[src/rtl/adder_tree_feeder.sv]
// adder_tree_feeder: serial-to-parallel front end for the adder tree.
// Accepts one signed DATAW-bit sample per cycle and packs INPUTS_AMOUNT of them
// into a vector (lane 0 = first sample). The vector is closed early by s_last_i,
// and the unfilled lanes are zero-padded so the downstream sum is unchanged.
// Optional macro ADDER_TREE_FEEDER_DOUBLE_BUFFER_EN adds a separate output register
// so that filling can continue while the previous vector waits for m_ready_i.
`timescale 1ns/1ps
module adder_tree_feeder #(
  parameter int INPUTS_AMOUNT = 8,
  parameter int DATAW         = 8
) (
  input  logic                               clk_i,
  input  logic                               rst_i,
  input  logic [DATAW-1:0]                   s_data_i,
  input  logic                               s_valid_i,
  input  logic                               s_last_i,
  output logic                               s_ready_o,
  output logic [DATAW-1:0]                   m_vec_o [INPUTS_AMOUNT],
  output logic [$clog2(INPUTS_AMOUNT+1)-1:0] m_count_o,
  output logic                               m_valid_o,
  input  logic                               m_ready_i
);
  localparam int            CW       = $clog2(INPUTS_AMOUNT+1);
  localparam int            IW       = $clog2(INPUTS_AMOUNT);
  localparam logic [IW-1:0] LAST_IDX = IW'(INPUTS_AMOUNT-1);

  logic [IW-1:0]    wr_idx_q, wr_idx_d;
  logic [DATAW-1:0] fill_q     [INPUTS_AMOUNT];
  logic [DATAW-1:0] fill_d     [INPUTS_AMOUNT];
  logic [DATAW-1:0] closed_vec [INPUTS_AMOUNT];
  logic             accept;
  logic             close;
  logic [CW-1:0]    close_cnt;

  assign accept    = s_valid_i && s_ready_o;
  assign close     = accept && (s_last_i || (wr_idx_q == LAST_IDX));
  assign close_cnt = CW'(wr_idx_q) + CW'(1);

  // Fill buffer after this cycle's sample lands; lanes above it read as zero.
  // Applying this on every accept means a close already carries its padding.
  always_comb begin
    for (int i = 0; i < INPUTS_AMOUNT; i++) begin
      if (IW'(i) == wr_idx_q)     closed_vec[i] = s_data_i;
      else if (IW'(i) > wr_idx_q) closed_vec[i] = '0;
      else                        closed_vec[i] = fill_q[i];
    end
  end

`ifdef ADDER_TREE_FEEDER_DOUBLE_BUFFER_EN

  logic [DATAW-1:0] out_q [INPUTS_AMOUNT];
  logic [DATAW-1:0] out_d [INPUTS_AMOUNT];
  logic [CW-1:0]    out_cnt_q, out_cnt_d;
  logic [CW-1:0]    fill_cnt_q, fill_cnt_d;
  logic             out_full_q, out_full_d;
  logic             fill_closed_q, fill_closed_d;
  logic             xfer;
  logic             out_free;

  assign xfer      = out_full_q && m_ready_i;
  assign out_free  = !out_full_q || xfer;
  // A closed fill buffer can only be waiting while the output is occupied.
  assign s_ready_o = !rst_i && !(fill_closed_q && out_full_q);
  assign m_valid_o = out_full_q;
  assign m_vec_o   = out_q;
  assign m_count_o = out_cnt_q;

  // Next state: fill buffer accepts, closed vectors move to the output slot
  // as soon as it is free (including the cycle it is being transferred).
  always_comb begin
    fill_d        = fill_q;
    wr_idx_d      = wr_idx_q;
    fill_cnt_d    = fill_cnt_q;
    fill_closed_d = fill_closed_q;
    out_d         = out_q;
    out_cnt_d     = out_cnt_q;
    out_full_d    = out_full_q;
    if (xfer) out_full_d = 1'b0;
    if (fill_closed_q) begin
      if (out_free) begin
        out_d         = fill_q;
        out_cnt_d     = fill_cnt_q;
        out_full_d    = 1'b1;
        fill_closed_d = 1'b0;
      end
    end else if (accept) begin
      fill_d   = closed_vec;
      wr_idx_d = wr_idx_q + IW'(1);
      if (close) begin
        wr_idx_d = '0;
        if (out_free) begin
          out_d      = closed_vec;
          out_cnt_d  = close_cnt;
          out_full_d = 1'b1;
        end else begin
          fill_closed_d = 1'b1;
          fill_cnt_d    = close_cnt;
        end
      end
    end
  end

  // State registers with synchronous reset.
  always_ff @(posedge clk_i) begin
    if (rst_i) begin
      wr_idx_q      <= '0;
      fill_cnt_q    <= '0;
      fill_closed_q <= 1'b0;
      out_cnt_q     <= '0;
      out_full_q    <= 1'b0;
      for (int i = 0; i < INPUTS_AMOUNT; i++) begin
        fill_q[i] <= '0;
        out_q[i]  <= '0;
      end
    end else begin
      wr_idx_q      <= wr_idx_d;
      fill_cnt_q    <= fill_cnt_d;
      fill_closed_q <= fill_closed_d;
      out_cnt_q     <= out_cnt_d;
      out_full_q    <= out_full_d;
      fill_q        <= fill_d;
      out_q         <= out_d;
    end
  end

`else

  typedef enum logic {FILL, HOLD} state_t;

  state_t        state_q, state_d;
  logic [CW-1:0] cnt_q, cnt_d;

  // The fill buffer doubles as the output register.
  assign s_ready_o = !rst_i && (state_q == FILL);
  assign m_valid_o = (state_q == HOLD);
  assign m_vec_o   = fill_q;
  assign m_count_o = cnt_q;

  // FILL collects samples until a close; HOLD presents the vector until taken.
  always_comb begin
    state_d  = state_q;
    fill_d   = fill_q;
    wr_idx_d = wr_idx_q;
    cnt_d    = cnt_q;
    case (state_q)
      FILL: begin
        if (accept) begin
          fill_d   = closed_vec;
          wr_idx_d = wr_idx_q + IW'(1);
          if (close) begin
            wr_idx_d = '0;
            cnt_d    = close_cnt;
            state_d  = HOLD;
          end
        end
      end
      HOLD: begin
        if (m_ready_i) state_d = FILL;
      end
    endcase
  end

  // State registers with synchronous reset.
  always_ff @(posedge clk_i) begin
    if (rst_i) begin
      state_q  <= FILL;
      wr_idx_q <= '0;
      cnt_q    <= '0;
      for (int i = 0; i < INPUTS_AMOUNT; i++) fill_q[i] <= '0;
    end else begin
      state_q  <= state_d;
      wr_idx_q <= wr_idx_d;
      cnt_q    <= cnt_d;
      fill_q   <= fill_d;
    end
  end

`endif

endmodule

[config.mk]
export PLATFORM = sky130hd
export DESIGN_NAME = adder_tree_feeder
export DESIGN_NICKNAME = d
export VERILOG_FILES = /design/src/rtl/adder_tree_feeder.sv
export SDC_FILE = /design/constraint.sdc
export NUM_CORES = 1
export LEC_CHECK = 0
export CORE_MARGIN = 3
export CORE_UTILIZATION = 45
export DETAILED_ROUTE_END_ITERATION = 6
export PLACE_DENSITY = 0.85
export SLEW_MARGIN = 10
export SYNTH_ARGS = -nofsm -noshare
export SYNTH_HDL_FRONTEND = slang
export SYNTH_SLANG_ARGS = --single-unit
[constraint.sdc]
create_clock -name clk_i -period 2.9 [get_ports clk_i]
set_input_delay 0.29 -clock clk_i [delete_from_list [all_inputs] [get_ports clk_i]]
set_output_delay 0.29 -clock clk_i [all_outputs]
set_load 0.01 [all_outputs]
======== Yosys cells after proc, flatten, opt, wreduce, memory -nomap -nowiden ========
Cells that the tools add are included.
word-level totals
  input bits .............................. 13
  register bits after elaboration ......... 72
  output and inout bits ................... 70
  logic and storage cells ................. 75
operators by class
  bitwise operators ....................... 1
  mux-type cells .......................... 21
  reductions and logical operators ........ 24
  $add $sub $neg .......................... 2
  equality and inequality tests ........... 8
  order comparisons ....................... 8
operator list
  kind                   number
  $mux W8                16
  $reduce_and A3 Y1      9
  $reduce_bool A2 Y1     8
  $eq A3 B3 Y1 const A   4
  $gt A3 B3 Y1 const A   4
  $eq A2 B3 Y1 const A   2
  $gt A1 B3 Y1 const A   2
  $gt A2 B3 Y1 const A   2
  $add A3 B1 Y4 const B  1
  $add A3 B1 Y3 const B  1
  $eq A1 B3 Y1 const A   1
  $eq A3 B3 Y1 const B   1
  $logic_and A1 B1 Y1    3
  $logic_not A3 Y1       1
  $mux W1                3
  $mux W3                1
  $pmux W1 S2            1
  $reduce_and A2 Y1      1
  $logic_not A1 Y1       1
  $logic_or A1 B1 Y1     1
  $not A1 Y1             1

======== Logic depth before layout (Yosys ltp) ========
  word-level depth ........................ 7
  mapped depth ............................ 7
  gate-level depth less buffers ........... 5

======== Least setup slack after synthesis ========
Ideal clock, no wire load.
  kind .................................... flip-flop to flip-flop
  start ................................... register wr_idx_q[0]
  end ..................................... register cnt_q[1], in the netlist m_count_o[1]
  clock period less this slack ............ 1.662 ns
  buffers on the path ..................... 1
  slack ................................... 1.238 ns
  required time ........................... 2.784 ns
  arrival time ............................ 1.546 ns
  setup time .............................. 0.116 ns
  stages on the path, launching flop included .. 7
  cell sequence ........................... dfxtp_1 > ha_1 > ha_1 > clkbuf_1 > or2_2 > and3_1 > a31o_2
on the way
  longest elaborated chain between the ends .. 4
RTL lines
  what                         RTL line  RTL
  from (decl)                  27        logic [IW-1:0] wr_idx_q, wr_idx_d;
  from (signal assigned)       172       wr_idx_q <= wr_idx_d;
  $eq A3 B3 Y1                 36        assign close = accept && (s_last_i || (wr_idx_q == LAST_IDX));
  $logic_or A1 B1 Y1           36
  $logic_and A1 B1 Y1          36
  $reduce_and A3 Y1 (no line)  --
  to (signal assigned)         173       cnt_q <= cnt_d;
  to (decl)                    131       logic [CW-1:0] cnt_q, cnt_d;
Several ways; a longest one is shown, not always the timed one.
A chain may end at the register's enable or synchronous reset.

======== Worst setup path in the final report ========
  start ................................... input rst_i
  end ..................................... output s_ready_o
on the way
  longest elaborated chain between the ends .. 2
RTL lines
  what                 RTL line  RTL
  from (decl)          13        input logic rst_i,
  $logic_not A1 Y1     134       assign s_ready_o = !rst_i && (state_q == FILL);
  $logic_and A1 B1 Y1  134
  to (decl)            17        output logic s_ready_o,
No other way between the ends.

==> flow_metrics.tcl <==
set metrics [dict create \
    vias 2825 \
    synth-seq-cells 72 \
    placed_cells 471 \
    hold_viol 0 \
    clkLatencyLatePin_ps 340 \
    area_growth_pct 35.2 \
    io_buffer_count 82 \
    die_h_um 85.9 \
    synthArstFlopShare_pct 0 \
    r2r_start "wr_idx_q[2]" \
    cts_tree "done" \
    worst-path-stages 4 \
    drc_errors 0 \
    num_io_pins 83 \
    hpwl_um 5330 \
    final_cell_mix "clkdlybuf4s50_1 (82), dfxtp_1 (72), nand2_1 (62)" \
    synth_cell_types 33 \
    worstSetupEndpointType "output port" \
    cts_root_buffer "clkbuf_8" \
    setup_tns_ps 0 \
    startpoint_type "input pin" \
    antenna_found_initial 0 \
    die_width_um 85.9 \
    ff2ff_setup_slack_ps 1000 \
    start_util_pct 47.4 \
    grt_usage_pct 22.0 \
    reg2reg_to "m_count_o[2]" \
    critical_path_arrival_ps 1710 \
    critPathLaunch "rst_i" \
    antenna_cells 0 \
    rsz0062_at_grt "false" \
    fin_crit_ps 2000 \
    slew_violations 0 \
    syn-mean-instance-area_um2 8.56 \
    nNetsFinal 424 \
    first_pass_iters 5 \
    first_global_vias 2551 \
    synth_top_cell_area_share_pct 50.1 \
    worst_pin_slew_ps 653 \
    p_per_area_nw_per_um2 485 \
    hold_buffers 0 \
    multi_input_area_um2 1290 \
    yosys_warnings 0 \
    fill_cells 505 \
    final_common_cell "clkdlybuf4s50_1" \
    fmax_ghz 0.499 \
    ys_seq_area_share_pct 50.1 \
    required_ps 2610 \
    synth-edff-count 0 \
    numCtsBuffers 9 \
    routed_via_density 5.80 \
    wl_um 7890 \
    critPathTopFamily "buffers and inverters" \
    setup.worst_path.end "s_ready_o" \
    crit_type "in2out" \
    p_leak_nw 1.30 \
    synth_fp_nets 353 \
    ff_latch_area_um2 1440 \
    clkTransAtPathRegs_ps 70 \
    cts_sinks 72 \
    fin_crit_sh_pct 69.1 \
    ys_top_cells_by_area "dfxtp_1 (50%), nand4_1 (8.7%), nand2_1 (8.1%)" \
    status "finished, final reports clean" \
    reg2reg_depth 5 \
    drt_iter0_markers 294 \
    hp-class "reg2reg" \
    grt_pass1_wl_um 12800 \
    irDropWorstVdd_mv 0.396 \
    drive_above_1_share_pct 7.28 \
    syn_area_um2 2880 \
    gr-total-overflow 0 \
    synth_ff_type "dfxtp_1" \
    grt_max_degree 53 \
    clock_path_buffers 2 \
    ctsResizeCount 0 \
    synth_top_area_cell "dfxtp_1" \
    crit_top_cell "clkdlybuf4s50_1" \
    fp.coreArea_um2 6060 \
    netlist_instances 336 \
    max_stage_delay_ps 500 \
    setup_viol 0 \
    slowest_stage "clkdlybuf4s50_1" \
    clock_skew_ps 4.60 \
    relSlewSlack_pct 56.2 \
    cts_setup_buffers 0 \
    crit_chain "clkdlybuf4s50_1 > buf_4 > nor2_1 > clkdlybuf4s50_1" \
    max-cap-violations 0 \
    die-area_um2 7380 \
    htree_levels 3 \
    rows 28 \
    worst-path-buf-inv 3 \
    drtAntennaViolNets 0 \
    path_max_fanout 31 \
    fin_cells 487 \
    whs_ps 453 \
    wl_per_cell_um 16.2 \
    gp_congestion 0.849 \
    fin_util_pct 64.1 \
]
[synthesized netlist by cell type (3+ instances only)]
master	n
a32o_1	8
nor2b_1	9
inv_1	3
buf_1	5
nand4_1	40
ha_1	4
dfxtp_1	72
nand3_1	19
nor2_1	3
a21oi_1	20
o21ai_0	42
clkbuf_1	16
and2_1	4
nand2_1	62
buf_2	5
[flip-flops by register name (all words and copies together) (netlist names)]
| register | cells |
|---|---|
| wr_idx_q | 3 |
| m_valid_o | 1 |
| m_count_o | 4 |
| m_vec_o | 64 |
[worst min-delay path, cell delays in order (launching register included)]
cell	delay (ps)
dfxtp_1	310
nand2_1	50
a21oi_1	50
[worst min path at each step]
stage                             end   startpoint  cells after the start
final                     m_vec_o[32]  m_vec_o[32]                      2
after global routing      m_vec_o[34]  m_vec_o[34]                      2
after CTS                 m_vec_o[32]  m_vec_o[32]                      2
after detailed placement  m_vec_o[35]  m_vec_o[35]                      2
after global placement    m_vec_o[33]  m_vec_o[33]                      2
after floorplan           m_vec_o[56]  s_data_i[0]                      1
[power breakdown]
part	total, W	internal, W	leakage, nW	switching, W
clock	0.000698	0.000332	0.0895	0.000366
sequential	0.00101	0.00100	0.582	0.0000117
combinational	0.000170	0.0000667	0.628	0.000103
[metal layers]
metal	part of all wire [%]	wire [um]	up-vias	track usage, %
met2	47	3720	141	33.8
met5	0	0	-	0
met1	43	3380	1326	29.6
met3	8.1	637	14	5.38
met4	1.9	148	0	9.06
li1	-	-	1344	-
[metrics by stage]
stage,instance area (um2),setup slack (ps),total power [W]
floorplan,2880,1240,0.00112
global placement,3710,814,0.00120
detailed placement,3710,778,0.00121
CTS,3890,906,0.00189
global route,3890,871,0.00196
finish,3890,897,0.00188
[logic make-up (layout without fill, tap and decap cells)]
family                     count (synthesis)  in the layout  synth area share [%]
adders and majority gates                  4              4                  1.74
DFF                                       72             72                  50.1
and+or+nand+nor                          148            148                  26.8
buffers and inverters                     34            110                  5.31
AOI/OAI and AO/OA                         78             78                  16.0
[layout make-up]
cell class	count	share of cell area (%)
clock inverters	5	0.805
repair buffers	89	22.5
well taps	75	2.41
inverters	5	0.483
clock buffers	11	3.64
flip-flops and latches	72	37.1
multi-input cells	230	33.1
No activity file was read; power rests on OpenSTA's default activity.
